[src/rtl/cpu_pkg.sv]
// Shared CPU types and widths for the register-file writeback path.
package cpu_pkg;

  localparam int DATA_W   = 8;
  localparam int REG_AW   = 2;
  localparam int NUM_REGS = 1 << REG_AW;

  typedef enum logic {
    SRC_ALU = 1'b0,
    SRC_MEM = 1'b1
  } wb_src_t;

  typedef logic [REG_AW-1:0] reg_idx_t;

endpackage

[src/rtl/regfile_wb_scheduler_rr_arbiter2.sv]
// Two-way round-robin arbiter; request/grant bit 0 is SRC_ALU, bit 1 is SRC_MEM.
module rr_arbiter2
  import cpu_pkg::*;
(
  input  logic       i_clk,
  input  logic       i_reset,
  input  logic [1:0] i_req,
  output logic [1:0] o_gnt,
  output wb_src_t    o_last
);

  wb_src_t r_last;

  // Starting from MEM makes the first contested grant go to ALU.
  always_ff @(posedge i_clk) begin
    if (i_reset) begin
      r_last <= SRC_MEM;
    end else if (o_gnt[0]) begin
      r_last <= SRC_ALU;
    end else if (o_gnt[1]) begin
      r_last <= SRC_MEM;
    end
  end

  always_comb begin
    o_gnt = 2'b00;
    case (i_req)
      2'b01:   o_gnt = 2'b01;
      2'b10:   o_gnt = 2'b10;
      2'b11:   o_gnt = (r_last == SRC_MEM) ? 2'b01 : 2'b10;
      default: o_gnt = 2'b00;
    endcase
  end

  assign o_last = r_last;

endmodule

[src/rtl/regfile_wb_scheduler.sv]
// Register-file write scheduler: busy scoreboard for decode stalls, ALU/MEM
// writeback arbitration and a registered write-port stage.
module regfile_wb_scheduler
  import cpu_pkg::*;
(
  input  logic                i_clk,
  input  logic                i_reset,
  input  logic                i_flush,
  input  logic                i_issue_valid,
  input  logic [REG_AW-1:0]   i_issue_dest,
  output logic                o_issue_ready,
  input  logic                i_alu_wb_valid,
  input  logic [REG_AW-1:0]   i_alu_wb_reg,
  input  logic [DATA_W-1:0]   i_alu_wb_data,
  output logic                o_alu_wb_ready,
  input  logic                i_mem_wb_valid,
  input  logic [REG_AW-1:0]   i_mem_wb_reg,
  input  logic [DATA_W-1:0]   i_mem_wb_data,
  output logic                o_mem_wb_ready,
  output logic                o_rf_we,
  output logic [REG_AW-1:0]   o_rf_waddr,
  output logic [DATA_W-1:0]   o_rf_wdata,
  output logic [NUM_REGS-1:0] o_busy,
  output logic                o_stray_wb
);

  logic [1:0]          w_gnt;
  wb_src_t             w_last;
  logic                w_any_gnt;
  reg_idx_t            w_gnt_reg;
  logic [DATA_W-1:0]   w_gnt_data;
  logic [NUM_REGS-1:0] w_busy_nxt;

  logic                r_rf_we;
  reg_idx_t            r_rf_waddr;
  logic [DATA_W-1:0]   r_rf_wdata;
  logic [NUM_REGS-1:0] r_busy;
  logic                r_stray;

  rr_arbiter2 u_arb (
    .i_clk   (i_clk),
    .i_reset (i_reset),
    .i_req   ({i_mem_wb_valid, i_alu_wb_valid}),
    .o_gnt   (w_gnt),
    .o_last  (w_last)
  );

  assign w_any_gnt  = |w_gnt;
  assign w_gnt_reg  = w_gnt[1] ? i_mem_wb_reg  : i_alu_wb_reg;
  assign w_gnt_data = w_gnt[1] ? i_mem_wb_data : i_alu_wb_data;

  // A busy bit that is clearing this cycle still stalls: one bubble by design.
  assign o_issue_ready = i_issue_valid & ~r_busy[i_issue_dest] & ~i_flush;

  always_comb begin
    w_busy_nxt = r_busy;
    if (i_flush) begin
      w_busy_nxt = '0;
    end else begin
      if (r_rf_we)       w_busy_nxt[r_rf_waddr]   = 1'b0;
      if (o_issue_ready) w_busy_nxt[i_issue_dest] = 1'b1;
    end
  end

  always_ff @(posedge i_clk) begin
    if (i_reset) begin
      r_rf_we    <= 1'b0;
      r_rf_waddr <= '0;
      r_rf_wdata <= '0;
      r_busy     <= '0;
      r_stray    <= 1'b0;
    end else begin
      r_rf_we <= w_any_gnt;
      if (w_any_gnt) begin
        r_rf_waddr <= w_gnt_reg;
        r_rf_wdata <= w_gnt_data;
      end
      r_busy <= w_busy_nxt;
      if (w_any_gnt && !r_busy[w_gnt_reg]) r_stray <= 1'b1;
    end
  end

  assign o_alu_wb_ready = w_gnt[0];
  assign o_mem_wb_ready = w_gnt[1];
  assign o_rf_we        = r_rf_we;
  assign o_rf_waddr     = r_rf_waddr;
  assign o_rf_wdata     = r_rf_wdata;
  assign o_busy         = r_busy;
  assign o_stray_wb     = r_stray;

endmodule

[config.mk]
export PLATFORM = sky130hd
export DESIGN_NAME = regfile_wb_scheduler
export DESIGN_NICKNAME = d
export VERILOG_FILES = /design/src/rtl/cpu_pkg.sv /design/src/rtl/regfile_wb_scheduler_rr_arbiter2.sv /design/src/rtl/regfile_wb_scheduler.sv
export SDC_FILE = /design/constraint.sdc
export NUM_CORES = 1
export LEC_CHECK = 0
export CORE_MARGIN = 5
export CORE_UTILIZATION = 39
export DETAILED_ROUTE_END_ITERATION = 6
export PLACE_DENSITY = 0.89
export SLEW_MARGIN = 0
export SYNTH_ARGS = -nofsm -noshare
export SYNTH_HDL_FRONTEND = slang
export SYNTH_SLANG_ARGS = --single-unit
[constraint.sdc]
create_clock -name i_clk -period 3.5 [get_ports i_clk]
set_clock_uncertainty 0.1 [all_clocks]
set_input_delay 0.7 -clock i_clk [delete_from_list [all_inputs] [get_ports i_clk]]
set_output_delay 0.7 -clock i_clk [all_outputs]
set_load 0.01 [all_outputs]
Word-level counts from Yosys, hierarchy flattened
Index checks and enable logic that the tools add are counted.
Widths: inputs -> output; s select.
{ "word_totals": {"reg_bits": 17, "input_bits": 28} }
{ "classes": {"n_bitwise": 7, "magnitude_cmp": 5, "n_eq_ne": 3, "reduce_logical": 7, "n_mux": 17} }
{ "ops": {"columns": ["cell", "count"], "rows": [
  ["$mux 4", 3],
  ["$lt 2x3->1 const B", 3],
  ["$mux 8", 1],
  ["$mux 1", 6],
  ["$pmux 2 s3", 1],
  ["$and 4x4->4", 1],
  ["$bmux 1 s2", 2],
  ["$demux 1 s2", 2],
  ["$eq 2x2->1 const B", 2],
  ["$ge 2x1->1 const B", 2],
  ["$mux 2", 2],
  ["$not 4->4", 1],
  ["$or 4x4->4", 1],
  ["$reduce_or 2->1", 2],
  ["$logic_and 1x1->1", 3],
  ["$and 1x1->1", 2],
  ["$eq 2x1->1 const B", 1],
  ["$not 1->1", 2],
  ["$reduce_bool 2->1", 1],
  ["$logic_not 1->1", 1]
]} }

Depth between registers and ports, before layout
Gate-level depths: netlist (run 1).
{ "depth": {"word_depth": 10, "depth_mapped": 6, "depth_no_buf": 4} }

Modules after synthesis
A second synthesis (run 1) with hierarchy kept.
{ "hier_totals": {"cells_unflattened": 83, "hier_area_um2": 858.3} }
{ "by_module_without_submodules": {"columns": ["module", "cells_per_inst", "n_inst", "area_each_um2"], "rows": [
  ["regfile_wb_scheduler", 76, 1, 803.3],
  ["rr_arbiter2", 7, 1, 55.1]
]} }

Worst setup path after synthesis (run 1)
No wires, ideal clock.
{ "synth_path": {"path_kind": "input port to output port", "start": "input port i_issue_dest[0]", "end": "output port o_issue_ready", "path_slack_ps": 1361, "path_stages": 2, "t_required_ps": 2700, "arrival_time_ps": 1339, "path_cell_list": "mux4_2 > nor2_1"} }
{ "synth_via": {"elab_chain_len": 5} }
{ "synth_rtl": {"columns": ["item", "line", "rtl"], "rows": [
  ["from (decl)", "regfile_wb_scheduler.sv:10", "input logic [REG_AW-1:0] i_issue_dest,"],
  ["$bmux 1 s2", "regfile_wb_scheduler.sv:53", "assign o_issue_ready = i_issue_valid & ~r_busy[i_issue_dest] & ~i_flush;"],
  ["$mux 1 (not written as such)", "regfile_wb_scheduler.sv:53", null],
  ["$not 1->1", "regfile_wb_scheduler.sv:53", null],
  ["$and 1x1->1 (2 in series)", "regfile_wb_scheduler.sv:53", null],
  ["to (decl)", "regfile_wb_scheduler.sv:11", "output logic o_issue_ready,"]
]} }
No other way between the ends. The select of a mux whose other input is x is not followed.

Final worst setup path (run 1)
Ends and elaborated chain as after synthesis.

==> results of run 1 <==
## kinds of logic after synthesis
| kind of cell | after synthesis | synth area share (%) |
|---|---|---|
| flip-flops | 17 | 42.17 |
| multiplexers | 12 | 16.59 |
| buffers and inverters | 6 | 4.186 |
| AO/OA/AOI/OAI | 22 | 17.37 |
| AND/OR/NAND/NOR | 30 | 19.69 |
## layout by cell type, fill, tap and decap left out
cell / n
a2111oi_0: 1
a211oi_1: 1
a21boi_2: 1
a21o_1: 1
a21oi_1: 4
a221o_1: 1
a31o_1: 1
a32oi_1: 1
and2_2: 1
buf_4: 2
clkbuf_4: 3
clkdlybuf4s50_1: 46
clkinv_2: 1
dfxtp_1: 17
inv_1: 3
mux2_2: 1
mux2i_1: 10
mux4_2: 1
nand2_1: 12
nand2b_1: 2
nand3_1: 1
nand3b_1: 1
nor2_1: 4
nor2b_1: 1
nor3_1: 2
nor3_2: 1
nor4_1: 2
nor4b_1: 2
nor4bb_1: 1
o21ai_0: 10
o21bai_1: 1
## registers in the layout, indices dropped and copies added, names as in the netlist
name          cells
o_busy            4
o_rf_waddr        2
u_arb.o_last      1
o_rf_wdata        8
o_rf_we           1
o_stray_wb        1
## worst min-delay path by stage
stage | slack (ns) | endpoint | cells after the start | from
2_1_floorplan | 0.38 | o_rf_wdata[0] | 2 | o_rf_wdata[0]
3_3_place_gp | 0.33 | o_rf_wdata[0] | 2 | o_rf_wdata[0]
3_5_place_dp | 0.35 | o_rf_wdata[5] | 2 | o_rf_wdata[5]
4_1_cts | 0.37 | o_rf_wdata[5] | 2 | o_rf_wdata[5]
5_1_grt | 0.39 | o_rf_wdata[7] | 2 | o_rf_wdata[7]
6_report | 0.36 | o_rf_wdata[2] | 2 | o_rf_wdata[2]
## per-stage QoR
| stage | utilization [%] | instances | power [mW] | hold slack, ns |
|---|---|---|---|---|
| 3_5_place_dp | 65.94 | 159 | 0.3336 | 0.3468 |
| 5_1_grt | 67.35 | 163 | 0.4536 | 0.3904 |
| 2_1_floorplan | - | 87 | 0.2618 | 0.3844 |
| 4_1_cts | 67.35 | 163 | 0.4377 | 0.3690 |
| 6_report | 67.35 | 163 | 0.4345 | 0.3647 |
| 3_3_place_gp | 65.94 | 159 | 0.3295 | 0.3341 |
## routing by layer
metal  GRT usage [%]  vias up  wire length [um]
li1                -      417                 -
met1           18.13      382               976
met2           28.04       27              1233
met3           3.030        5               121
met4           8.333        0                49
met5               0        -                 0
## cell type report
cell class | count | area [sq um] | area share, %
Timing Repair Buffer | 48 | 475.5 | 35.98
Multi-Input combinational cell | 64 | 432.9 | 32.77
Sequential cell | 17 | 340.3 | 25.76
Tap cell | 27 | 33.78 | 2.557
Clock buffer | 3 | 22.52 | 1.705
Inverter | 3 | 11.26 | 0.8523
Clock inverter | 1 | 5.005 | 0.3788
## where the power goes
part	leakage, nW	switching [mW]	total, mW	internal [mW]
combinational	0.337	0.0423	0.112	0.0695
clock	0.0177	0.0634	0.106	0.0426
sequential	0.140	0.0100	0.217	0.207
## worst max-delay path, delay by kind of cell
kind / cells / cell delay, ns
muxes: 1 / 0.51
and+or+nand+nor: 1 / 0.09
buffers and inverters: 2 / 1.09
==> metrics.log, run 1 <==
[metrics] result of the run: complete, no violations
[metrics] antenna violations before repair: 0
[metrics] most repeated cell in the gate-level netlist after synthesis: dfxtp_1
[metrics] final hold violation count: 0
[metrics] final critical path time including I/O delays and setup: 3.199 ns
[metrics] sequential fraction of the synthesis area: 42.17%
[metrics] total CTS buffers: 3
[metrics] Clock Path Buffers: 2
[metrics] Worst setup SP type: primary input
[metrics] sequence of cells on the critical path: clkdlybuf4s50_1 > mux4_2 > nor2_1 > clkdlybuf4s50_1
[metrics] Reg2Reg Capture Point: o_stray_wb
[metrics] count of flip-flops with a built-in enable after synthesis: 0
[metrics] peak per-stage delay on the critical path: 0.55 ns
[metrics] total DRC errors in the routed layout: 0
[metrics] DP HPWL: 1.952 mm
[metrics] routed via count: 831
[metrics] count of final max-slew check failures: 0
[metrics] capturing element of the worst setup path: o_issue_ready
[metrics] Placer Congestion: 0.7732
[metrics] Top-Level Pins: 47
[metrics] number of gates given a new drive strength after cts: 0
[metrics] maximum number of pins on one net before global-route repair: 13
[metrics] Critical Path Most Common Cell: clkdlybuf4s50_1
[metrics] highest fanout seen on the critical path: 4
[metrics] All-Layer GR Usage: 15.98%
[metrics] Pleak: 0.4957 nW
[metrics] number of core rows: 16
[metrics] Synth Area per Inst: 9.276 sq um
[metrics] clock-pin slew on the worst setup and hold paths: 0.10 ns
[metrics] fraction of synthesized cell area taken by the top area cell type: 42.17%
[metrics] Hold Path Class: reg -> reg
[metrics] H-tree level count: 1
[metrics] Buffers on Ports: 46
[metrics] highest clock frequency the design can meet: 0.3126 GHz
[metrics] number of post-CTS setup repair buffers: 0
[metrics] Design Area, Final: 1321 sq um
[metrics] required time of the worst setup path: 2.70 ns
[metrics] capturing element type of the critical path: primary output
[metrics] die width: 55.49 um
[metrics] CTS tree: built
[metrics] cell with the largest stage delay on the worst path: clkdlybuf4s50_1
[metrics] Place WS: 0.2971 ns
[metrics] ANT cells: 0
[metrics] number of violations reported at the end of detailed-routing iteration 0: 16
[metrics] number of warning messages in the yosys log: 0
[metrics] number of standard cells after synthesis: 87
[metrics] number of nets in the synthesized netlist: 115
[metrics] die outline area: 3079 sq um
[metrics] max-capacitance violation count: 0
[metrics] CTS Root Buffer Type: clkbuf_4
[metrics] worst-case setup margin in the final layout: 0.3013 ns
[metrics] cell accounting for the most synthesized area: dfxtp_1
[metrics] final sum of negative setup slack: 0 ns
[metrics] Die Y: 55.49 um
[metrics] post-place instance area: 1294 sq um
[metrics] via count of the first global-routing pass: 834
[metrics] Peak VDD IR: 0.0002397 V
[metrics] final layout net count: 165
[metrics] crit path launch: i_issue_dest[0]
[metrics] initial core utilization: 41.14%
[metrics] total number of clock tree sinks: 17
[metrics] actual transition at the worst max-transition pin: 0.6384 ns
[metrics] primary flip-flop cell chosen by synthesis mapping: dfxtp_1
[metrics] wire length of the first global-routing pass: 3.960 mm
[metrics] RSZ-0062 raised after global routing: no
[metrics] Post-CTS Hold Buffers: 0
[metrics] post-synthesis async set-or-reset flop share: 0%
[metrics] endpoints failing setup: 0
[metrics] netlist area before placement: 807.0 sq um
[metrics] fraction of final layout cells sized beyond drive strength 1: 8.088%
[metrics] largest cells by area after synthesis: dfxtp_1 (42%), mux2i_1 (12%), o21ai_0 (6.2%)
[metrics] remaining global-route overflow: 0
[metrics] first drt pass iteration count: 4
[metrics] slew margin rel.: 57.21%
[metrics] Worst Setup Path Type: in -> out
[metrics] routed length per instance: 14.61 um
[metrics] worst skew pair latency: 0.29 ns
[metrics] Core Box Area: 1962 sq um
[metrics] Arrival @ worst endpoint: 2.40 ns
[metrics] flip-flop and latch count after synthesis: 17
[metrics] register-to-register path setup slack: 1.81 ns
[metrics] via density per instance: 5.098
[metrics] Final Cycle Share: 91.39%
[metrics] post-route antenna net violation count: 0
[metrics] power per standard cell area: 328.8 nW/um^2
[metrics] layout overhead on the synthesized area: 63.72%
[metrics] count of fill cells added during filler insertion: 163
[metrics] reg-to-reg critical path startpoint: u_arb.o_last
[metrics] Netlist cell types: 29
[metrics] total length of routed wires: 2.382 mm
[metrics] Reg2Reg Depth: 5
[metrics] leading cell types by count after synthesis: dfxtp_1 (17), nand2_1 (12), mux2i_1 (10), o21ai_0 (10)
(Power assumes the default switching activity.)
==> run 2, diff against run 1 <==
SLEW_MARGIN = 20   (was 0)
==> results of run 2 <==
No change in the layout: final DEF, timing and power equal those of run 1.
==> run 3, diff against run 2 <==
CELL_PAD_IN_SITES_DETAIL_PLACEMENT = 0   (was default)
CELL_PAD_IN_SITES_GLOBAL_PLACEMENT = 1   (was default)
CORE_UTILIZATION = 28   (was 39)
PLACE_DENSITY = 0.91   (was 0.89)
==> metrics.log, run 3 (synthesis gave the netlist of run 1 again) <==
[metrics] Clock Path Buffers: 2
[metrics] Final Cycle Share: 90.48%
[metrics] cell with the largest stage delay on the worst path: clkdlybuf4s50_1
[metrics] most frequent standard cell in the layout excluding fill and tap cells: clkdlybuf4s50_1
[metrics] first drt pass iteration count: 4
[metrics] initial core utilization: 29.26%
[metrics] Worst setup SP type: primary input
[metrics] fraction of final layout cells sized beyond drive strength 1: 8.088%
[metrics] number of flip-flops under the largest register name: 8
[metrics] maximum number of pins on one net before global-route repair: 13
[metrics] worst-case setup margin in the final layout: 0.3332 ns
[metrics] family of cells with the greatest summed delay on the critical path: buffers and inverters
[metrics] Placer Congestion: 0.7958
[metrics] wire length of the first global-routing pass: 3.746 mm
[metrics] number of core rows: 19
[metrics] Core Box Area: 2758 sq um
[metrics] sequence of cells on the critical path: clkdlybuf4s50_1 > mux4_2 > nor2_1 > clkdlybuf4s50_1
[metrics] CTS Root Buffer Type: clkbuf_4
[metrics] final hold violation count: 0
[metrics] Post-CTS Hold Buffers: 0
[metrics] total number of clock tree sinks: 17
[metrics] clock-pin slew on the worst setup and hold paths: 0.10 ns
[metrics] post-route antenna net violation count: 0
[metrics] number of buffer and inverter stages on the critical path: 2
[metrics] Critical Path Most Common Cell: clkdlybuf4s50_1
[metrics] required time of the worst setup path: 2.70 ns
[metrics] highest clock frequency the design can meet: 0.3158 GHz
[metrics] Reg2Reg Capture Point: o_stray_wb
[metrics] final layout net count: 165
[metrics] remaining global-route overflow: 0
[metrics] via density per instance: 4.862
[metrics] actual transition at the worst max-transition pin: 0.6325 ns
[metrics] Endpoint, Worst Hold: o_rf_wdata[2]
[metrics] H-tree level count: 1
[metrics] number of gates given a new drive strength after cts: 0
[metrics] result of the run: complete, no violations
[metrics] RSZ-0062 raised after global routing: no
[metrics] most used cells in the layout excluding fill and tap cells: clkdlybuf4s50_1 (46), dfxtp_1 (17), nand2_1 (12), mux2i_1 (10), o21ai_0 (10)
[metrics] die width: 63.69 um
[metrics] area of the multi-input gates: 432.9 sq um
[metrics] Worst Setup Path Type: in -> out
[metrics] capturing element type of the critical path: primary output
[metrics] Peak VDD IR: 0.0002328 V
[metrics] worst skew pair latency: 0.28 ns
[metrics] DP HPWL: 1.877 mm
[metrics] final critical path time including I/O delays and setup: 3.167 ns
[metrics] Hold Path Origin: o_rf_wdata[2]
[metrics] total CTS buffers: 3
[metrics] Hold Path Class: reg -> reg
[metrics] die outline area: 4056 sq um
[metrics] count of fill cells added during filler insertion: 282
[metrics] Die Y: 63.69 um
[metrics] count of final max-slew check failures: 0
[metrics] register-to-register path setup slack: 1.77 ns
[metrics] Buffers on Ports: 46
[metrics] All-Layer GR Usage: 11.49%
[metrics] routed length per instance: 13.61 um
[metrics] Reg2Reg Depth: 5
[metrics] Pleak: 0.4957 nW
[metrics] endpoints failing setup: 0
[metrics] total length of routed wires: 2.273 mm
[metrics] Top-Level Pins: 47
[metrics] register cell area after layout: 340.3 sq um
[metrics] max-capacitance violation count: 0
[metrics] reg-to-reg critical path startpoint: u_arb.o_last
[metrics] worst hold path stage count: 2
[metrics] peak per-stage delay on the critical path: 0.54 ns
[metrics] CTS tree: built
[metrics] number of post-CTS setup repair buffers: 0
[metrics] Arrival @ worst endpoint: 2.37 ns
[metrics] power per standard cell area: 322.4 nW/um^2
[metrics] total DRC errors in the routed layout: 0
[metrics] routed via count: 812
[metrics] final sum of negative setup slack: 0 ns
[metrics] slew margin rel.: 57.60%
[metrics] via count of the first global-routing pass: 786
[metrics] antenna violations before repair: 0
[metrics] number of violations reported at the end of detailed-routing iteration 0: 14
[metrics] WHS: 0.3607 ns
[metrics] ANT cells: 0
[metrics] Place WS: 0.3161 ns
[metrics] layout overhead on the synthesized area: 64.34%
[metrics] highest fanout seen on the critical path: 4
==> run 3: cell counts in the layout (fill, tap and decap cells not counted) <==
No cell type changed its count.
==> run 3: area by class of cell <==
cell class              instances  share of cell area [%]
clock buffers                   3                   1.698
clock inverters                 1                  0.3774
inverters                       3                  0.8491
multi-input cells              64                   32.64
flip-flops and latches         17                   25.66
well taps                      31                   2.925
repair buffers                 48                   35.85
==> run 3: power by group <==
part           internal, mW  switching, mW  total [mW]
clock                0.0424         0.0582       0.101
combinational        0.0695         0.0411       0.111
sequential            0.207        0.00975       0.216
total                 0.319          0.109       0.428
==> run 3: worst max path at each step <==
| stage | from | endpoint | slack (ns) | depth (start not counted) |
|---|---|---|---|---|
| floorplan | i_issue_dest[0] | o_issue_ready | 1.36 | 2 |
| global placement | i_issue_dest[0] | o_issue_ready | 0.34 | 4 |
| detailed placement | i_issue_dest[0] | o_issue_ready | 0.32 | 4 |
| CTS | i_issue_dest[0] | o_issue_ready | 0.32 | 4 |
| global route | i_issue_dest[0] | o_issue_ready | 0.29 | 4 |
| finish | i_issue_dest[0] | o_issue_ready | 0.33 | 4 |
==> run 3: worst register-to-register path: stages, from the launching register on <==
cell      delay [ns]
dfxtp_1         0.35
a21boi_2        0.14
buf_4           0.24
mux2i_1         0.34
mux2i_1         0.13
a221o_1         0.33
==> run 3: through the flow <==
stage	utilization, %	cells	area [sq um]	power (mW)
floorplan	-	87	807.0	0.2618
global placement	47.10	163	1299	0.3308
detailed placement	47.10	163	1299	0.3327
CTS	48.09	167	1326	0.4344
global route	48.09	167	1326	0.4540
finish	48.09	167	1326	0.4276
==> run 3: per-layer routing <==
| metal | track usage, % | wire [um] |
|---|---|---|
| met1 | 13.61 | 976 |
| met3 | 3.730 | 122 |
| met5 | 0 | 0 |
| met4 | 4.675 | 29 |
| met2 | 18.91 | 1146 |
